==> src/rtl/pipe_stall_ctrl.sv <==
// Pipeline sequencing controller: merges stall/flush sources into per-stage
// enables/squashes, sequences HALT drain, and counts lost fetch cycles.
//
// Ports:
//   clk, rst          clock, synchronous active-high reset
//   hazard_stall      RAW hazard in D
//   branch_flush      taken branch resolved in X
//   imem_stall        imem not ready
//   dmem_stall        dmem busy (freezes pipeline)
//   halt_req          HALT in D
//   pc_en, fd_en, dx_en, xm_en, mwb_en   register enables
//   fd_flush, dx_bubble                   NOP injection into FD / DX
//   halted            registered halted flag
//   stall_cycles      registered saturating count of pc_en=0 cycles
module pipe_stall_ctrl #(
  parameter int DRAIN_CYCLES = 3,
  parameter int CNT_W        = 16
) (
  input  logic             clk,
  input  logic             rst,
  input  logic             hazard_stall,
  input  logic             branch_flush,
  input  logic             imem_stall,
  input  logic             dmem_stall,
  input  logic             halt_req,
  output logic             pc_en,
  output logic             fd_en,
  output logic             fd_flush,
  output logic             dx_en,
  output logic             dx_bubble,
  output logic             xm_en,
  output logic             mwb_en,
  output logic             halted,
  output logic [CNT_W-1:0] stall_cycles
);

  typedef enum logic [1:0] {
    RUN,
    DRAIN,
    HALTED
  } state_t;

  localparam logic [2:0] DRN_INIT = 3'(DRAIN_CYCLES - 1);

  state_t     state;
  state_t     st;
  state_t     nxt_state;
  logic [2:0] drn;
  logic [2:0] nxt_drn;
  logic       flush_pend;
  logic       nxt_pend;
  logic       flush_eff;
  logic       go_halt;

  // While rst is high the outputs decode as RUN with no pending flush.
  always_comb begin
    st        = rst ? RUN : state;
    flush_eff = branch_flush | (flush_pend & ~rst);
    pc_en     = 1'b0;
    fd_en     = 1'b0;
    fd_flush  = 1'b0;
    dx_en     = 1'b0;
    dx_bubble = 1'b0;
    xm_en     = 1'b0;
    mwb_en    = 1'b0;
    nxt_state = st;
    nxt_drn   = drn;
    nxt_pend  = flush_pend;
    go_halt   = 1'b0;
    if (st == HALTED) begin
      nxt_state = HALTED;
    end else if (dmem_stall) begin
      // Remember a flush seen while frozen.
      nxt_pend = flush_pend | branch_flush;
    end else if (flush_eff) begin
      // Also squashes a draining HALT, which is younger than the branch.
      pc_en     = 1'b1;
      fd_en     = 1'b1;
      fd_flush  = 1'b1;
      dx_en     = 1'b1;
      dx_bubble = 1'b1;
      xm_en     = 1'b1;
      mwb_en    = 1'b1;
      nxt_pend  = 1'b0;
      nxt_state = RUN;
    end else if (st == DRAIN) begin
      fd_en     = 1'b1;
      fd_flush  = 1'b1;
      dx_en     = 1'b1;
      dx_bubble = 1'b1;
      xm_en     = 1'b1;
      mwb_en    = 1'b1;
      if (drn == 3'd0) begin
        nxt_state = HALTED;
        go_halt   = 1'b1;
      end else begin
        nxt_drn = drn - 3'd1;
      end
    end else if (hazard_stall) begin
      dx_en     = 1'b1;
      dx_bubble = 1'b1;
      xm_en     = 1'b1;
      mwb_en    = 1'b1;
    end else if (halt_req) begin
      fd_en     = 1'b1;
      fd_flush  = 1'b1;
      dx_en     = 1'b1;
      xm_en     = 1'b1;
      mwb_en    = 1'b1;
      nxt_state = DRAIN;
      nxt_drn   = DRN_INIT;
    end else if (imem_stall) begin
      fd_en     = 1'b1;
      fd_flush  = 1'b1;
      dx_en     = 1'b1;
      xm_en     = 1'b1;
      mwb_en    = 1'b1;
    end else begin
      pc_en     = 1'b1;
      fd_en     = 1'b1;
      dx_en     = 1'b1;
      xm_en     = 1'b1;
      mwb_en    = 1'b1;
    end
  end

  always_ff @(posedge clk) begin
    if (rst) begin
      state        <= RUN;
      drn          <= 3'd0;
      flush_pend   <= 1'b0;
      halted       <= 1'b0;
      stall_cycles <= '0;
    end else begin
      state      <= nxt_state;
      drn        <= nxt_drn;
      flush_pend <= nxt_pend;
      if (go_halt) begin
        halted <= 1'b1;
      end
      if (state != HALTED && !pc_en &&
          stall_cycles != {CNT_W{1'b1}}) begin
        stall_cycles <= stall_cycles + CNT_W'(1);
      end
    end
  end

endmodule

==> config.mk <==
export PLATFORM = sky130hd
export DESIGN_NAME = pipe_stall_ctrl
export DESIGN_NICKNAME = d
export VERILOG_FILES = /design/src/rtl/pipe_stall_ctrl.sv
export SDC_FILE = /design/constraint.sdc
export NUM_CORES = 1
export LEC_CHECK = 0
export CAP_MARGIN = 5
export CORE_ASPECT_RATIO = 0.6
export CORE_MARGIN = 4
export CORE_UTILIZATION = 49
export DETAILED_ROUTE_END_ITERATION = 10
export PLACE_DENSITY = 0.78
export SETUP_SLACK_MARGIN = 0.4
export SLEW_MARGIN = 20
export SYNTH_ARGS = -nofsm -noshare
export SYNTH_HDL_FRONTEND = slang
export SYNTH_SLANG_ARGS = --single-unit
==> constraint.sdc <==
create_clock -name clk -period 2.5 [get_ports clk]
set_input_delay 0.375 -clock clk [delete_from_list [all_inputs] [get_ports clk]]
set_output_delay 0.375 -clock clk [all_outputs]
set_load 0.02 [all_outputs]
Word-level counts from Yosys, hierarchy flattened. Cells that the tools add are included. W data, S select, Z words.

Word-level logic and storage cells: 75. Input port bits: 7. Register bits: 23.

Muxes and demuxes: 45. Reduce and logical (&&, ||, !) cells: 9. Bitwise operators: 7. Equality and inequality tests: 6. $add $sub $neg: 2.

Operator list (count): $mux W1 (33); $add A16 B1 Y16 const B (1); $mux W2 (8); $ne A16 B16 Y1 const B (1); $mux W3 (4); $reduce_and A6 Y1 (1); $ne A2 B2 Y1 const B (2); $not A1 Y1 (4); $reduce_bool A2 Y1 (2); $logic_not A3 Y1 (1); $sub A3 B1 Y3 const B (1); $eq A2 B1 Y1 const B (1); $eq A2 B2 Y1 const B (1); $logic_and A1 B1 Y1 (2); $ne A2 B1 Y1 const B (1); $or A1 B1 Y1 (2); $reduce_and A2 Y1 (1); $reduce_or A2 Y1 (1); $and A1 B1 Y1 (1); $logic_not A1 Y1 (1).

Logic depth before layout (Yosys ltp).
Depth in word-level cells: 10. Mapped depth: 6.

Worst setup path after synthesis. OpenSTA, ideal clock, no wires.

Path type: in2reg. Start point: input port rst. End point: register stall_cycles[7]. Arrival: 2.015 ns. Path slack: 0.362 ns. Path buffers: 1. Cell stages on the path: 6. Cell sequence: or3b_1 and3_4 or2_1 clkbuf_1 nor4b_1 mux2_1.

Longest elaborated chain between the ends: 9.

Ends and longest elaborated chain: start: declaration (RTL line 20) `input logic rst,`; $mux W2 or $not A1 Y1 (tied branches) (RTL line 57, 58); $eq A2 B1 Y1 or $and A1 B1 Y1 (tied branches) (RTL line 86, 58); $mux W1 or $or A1 B1 Y1 (tied branches) (RTL line 86, 58); $mux W1 (RTL line 75) `end else if (flush_eff) begin`; $mux W1 (RTL line 72) `end else if (dmem_stall) begin`; $mux W1 (RTL line 70) `if (st == HALTED) begin`; $logic_not A1 Y1 (RTL line 141) `if (state != HALTED && !pc_en &&`; $logic_and A1 B1 Y1 (2 in a row) (RTL line 141); end signal: assignment (RTL line 143) `stall_cycles <= stall_cycles + CNT_W'(1);`; end: declaration (RTL line 34) `output logic [CNT_W-1:0] stall_cycles`.

Parallel ways exist; a longest one is shown, timed or not. A chain may end at the register's enable or synchronous reset.

Final worst setup path.
Start point: input port branch_flush. End point: register stall_cycles[13].

Longest elaborated chain between the ends: 7.

Ends and longest elaborated chain: start: declaration (RTL line 22) `input logic branch_flush,`; $or A1 B1 Y1 (RTL line 58) `flush_eff = branch_flush | (flush_pend & ~rst);`; $mux W1 (RTL line 75); $mux W1 (RTL line 72); $mux W1 (RTL line 70); $logic_not A1 Y1 (RTL line 141); $logic_and A1 B1 Y1 (2 in a row) (RTL line 141).

Every way passes these cells.

==> out/metrics.csv <==
metric,value,unit
vias_per_cell,5.94,
first_pass_iters,5,
grt_use_total,22.5,%
n_fill_cell,197,
cp.arrival,2.32,ns
holdWs,0.489,ns
ys_async_sr_fraction,0,%
antenna_cells,0,
switching_share,28.1,%
overflow,0,
ir_worst_vdd,0.385,mV
rsz0062_at_grt,yes,
end_kind,flop,
cp-start-kind,input pin,
finalHoldViolCount,0,
clk_latency,0.27,ns
design.die.area,3670,um^2
layout-drive-gt1-share,19.2,%
setup_viol,0,
grt_antenna_before_repair,0,
initial_core_util,52.4,%
status,"finished, final reports clean",
coreArea,2560,um^2
cts_tree,yes,
stdcell_count,240,
clock_power_share,31.4,%
clock_sinks,23,
placed_area,1740,um^2
rows,14,
routed_wl,4000,um
wire_per_inst,16.7,um
ys.warnings.count,0,
first_iter_violations,144,
synthTopCellsByArea,"dfxtp_1 34%, a21oi_1 6.0%, mux2_1 5.0%",
p_leak,0.690,nW
netlist_area,1340,um^2
vias,1425,
yosysTopAreaCellShare,34.3,%
postSynthCellCount,168,
drcViolationCount,0,
cp_max_fo,3,
first_global_vias,1276,
antenna_left,0,
fmax,472,MHz
finalInstanceArea,1830,um^2
crit_required,2.70,ns
utilization,71.6,%
hpwl,2840,um
die_h,48.5,um
hold_buffers,0,
slew_headroom,73.7,%
synth_edf_count,0,
area_growth,36.6,%
dp_cells,234,
clock_skew,0.00128,ns
gp_congestion,0.851,
maxCapViolations,0,
clockBufferDepth,2,
power_switching,0.212,mW
h-tree-depth,1,
fin_crit,2.12,ns
grt_pass1_wl,6520,um
hold_class,reg -> reg,
tightestPinTransition,0.391,ns
ys_types,37,
power_frac_seq,50.7,%
syn_nets,178,
ys_seq_elements,23,
period_share,84.8,%
ys_seq_area_share,34.3,%
finalNetCount,219,
cts.clk_slew.worst_paths,0.08,ns
yosysTopAreaCell,dfxtp_1,
worstSetupPathType,in -> reg,
grt_max_degree,30,
io_pins,31,
root_buffer,clkbuf_8,
syn_area_per_cell,7.98,um^2
drv_slew,0,
p_int,0.542,mW
synthFlopType,dfxtp_1,
port_buffers,30,
chipWidth,75.5,um
cts_buffers,3,
p_per_area,411,nW/um^2
combinationalPowerShare,17.8,%
## synthesized netlist by cell type, types with 3 or more instances
cell type and n:
or4_1 4, dfxtp_1 23, nor3_1 6, a31oi_1 6, a21oi_1 16, clkbuf_1 6, ha_1 3, nor2b_1 9
mux2_1 6, o21ai_1 6, nand3_1 8, a211oi_1 3, nor2_1 14, nand2_1 7, o31ai_1 5, and4_1 4
inv_1 12
## flip-flops by register name (all words and copies together), names as in the netlist
signal        flops
flush_pend        1
halted            1
state             2
stall_cycles     16
drn               3
## through the flow
stage	setup TNS (ns)	setup slack [ns]	power [mW]
2_1_floorplan	0	0.413	0.458
3_3_place_gp	-0.434	-0.0676	0.513
3_5_place_dp	-1.17	-0.176	0.518
4_1_cts	0	0.406	0.757
5_1_grt	0	0.349	0.787
6_report	0	0.380	0.754
## path summary, 6_finish.rpt
path / start / cells past startpoint / end / slack, ns
worst max-delay path: branch_flush / 6 / stall_cycles[13] / 0.38
worst min-delay path: halted / 2 / halted / 0.49
worst max register to register: state[1] / 5 / stall_cycles[13] / 0.39
worst min register to register: halted / 2 / halted / 0.49
## worst max-delay path: stages
cell and delay (ns):
clkdlybuf4s50_1 0.41, nor2b_1 0.13, a221o_1 0.32, or4_4 0.53, or4_1 0.41, a21oi_1 0.15
## per-layer routing
| layer | vias to the layer above | track usage [%] | wire (um) |
|---|---|---|---|
| li1 | 694 | - | - |
| met1 | 662 | 33.8 | 1860 |
| met2 | 65 | 32.8 | 1780 |
| met3 | 4 | 5.58 | 312 |
| met4 | 0 | 3.20 | 40 |
| met5 | - | 0 | 0 |
## what timing repair did
item | 4_1_cts | 5_1_grt
pin swaps | 2 | 4
resized for setup | 25 | 13
setup endpoints to repair | 20 | 10
buffers inserted | 2 | 0
hold endpoints to repair | 0 | 0
## cells in the final DEF (no fill, tap or decap), types with 7 or more instances in the layout
| master | n |
|---|---|
| dfxtp_1 | 20 |
| inv_1 | 12 |
| nor2b_1 | 9 |
| nor2_1 | 13 |
| buf_4 | 13 |
| a21oi_1 | 15 |
| nand2_1 | 7 |
| clkdlybuf4s50_1 | 21 |
| nand3_1 | 7 |
## power groups by stage
stage | Combinational [mW] | Sequential, mW | Clock [mW]
after floorplan | 0.0642 | 0.394 | 0
after global placement | 0.123 | 0.390 | 0
after detailed placement | 0.127 | 0.390 | 0
after CTS | 0.132 | 0.383 | 0.243
after global routing | 0.145 | 0.385 | 0.257
final | 0.134 | 0.382 | 0.237
## logic make-up after synthesis
logic type	share of synthesized area, %
adders and majority gates	2.80
buffers and inverters	6.16
DFF	34.3
and+or+nand+nor	30.9
muxes	5.78
AOI/OAI and AO/OA	20.1
## final cells by class
class	count	area, um^2	share of cell area [%]
Multi-Input combinational cell	125	851	46.4
Sequential cell	23	467	25.5
Timing Repair Buffer	44	383	20.9
Inverter	12	45.0	2.46
Clock buffer	3	41.3	2.25
Tap cell	32	40.0	2.19
Clock inverter	1	5.00	0.273
Note: power is estimated with default switching activity, not from simulation.
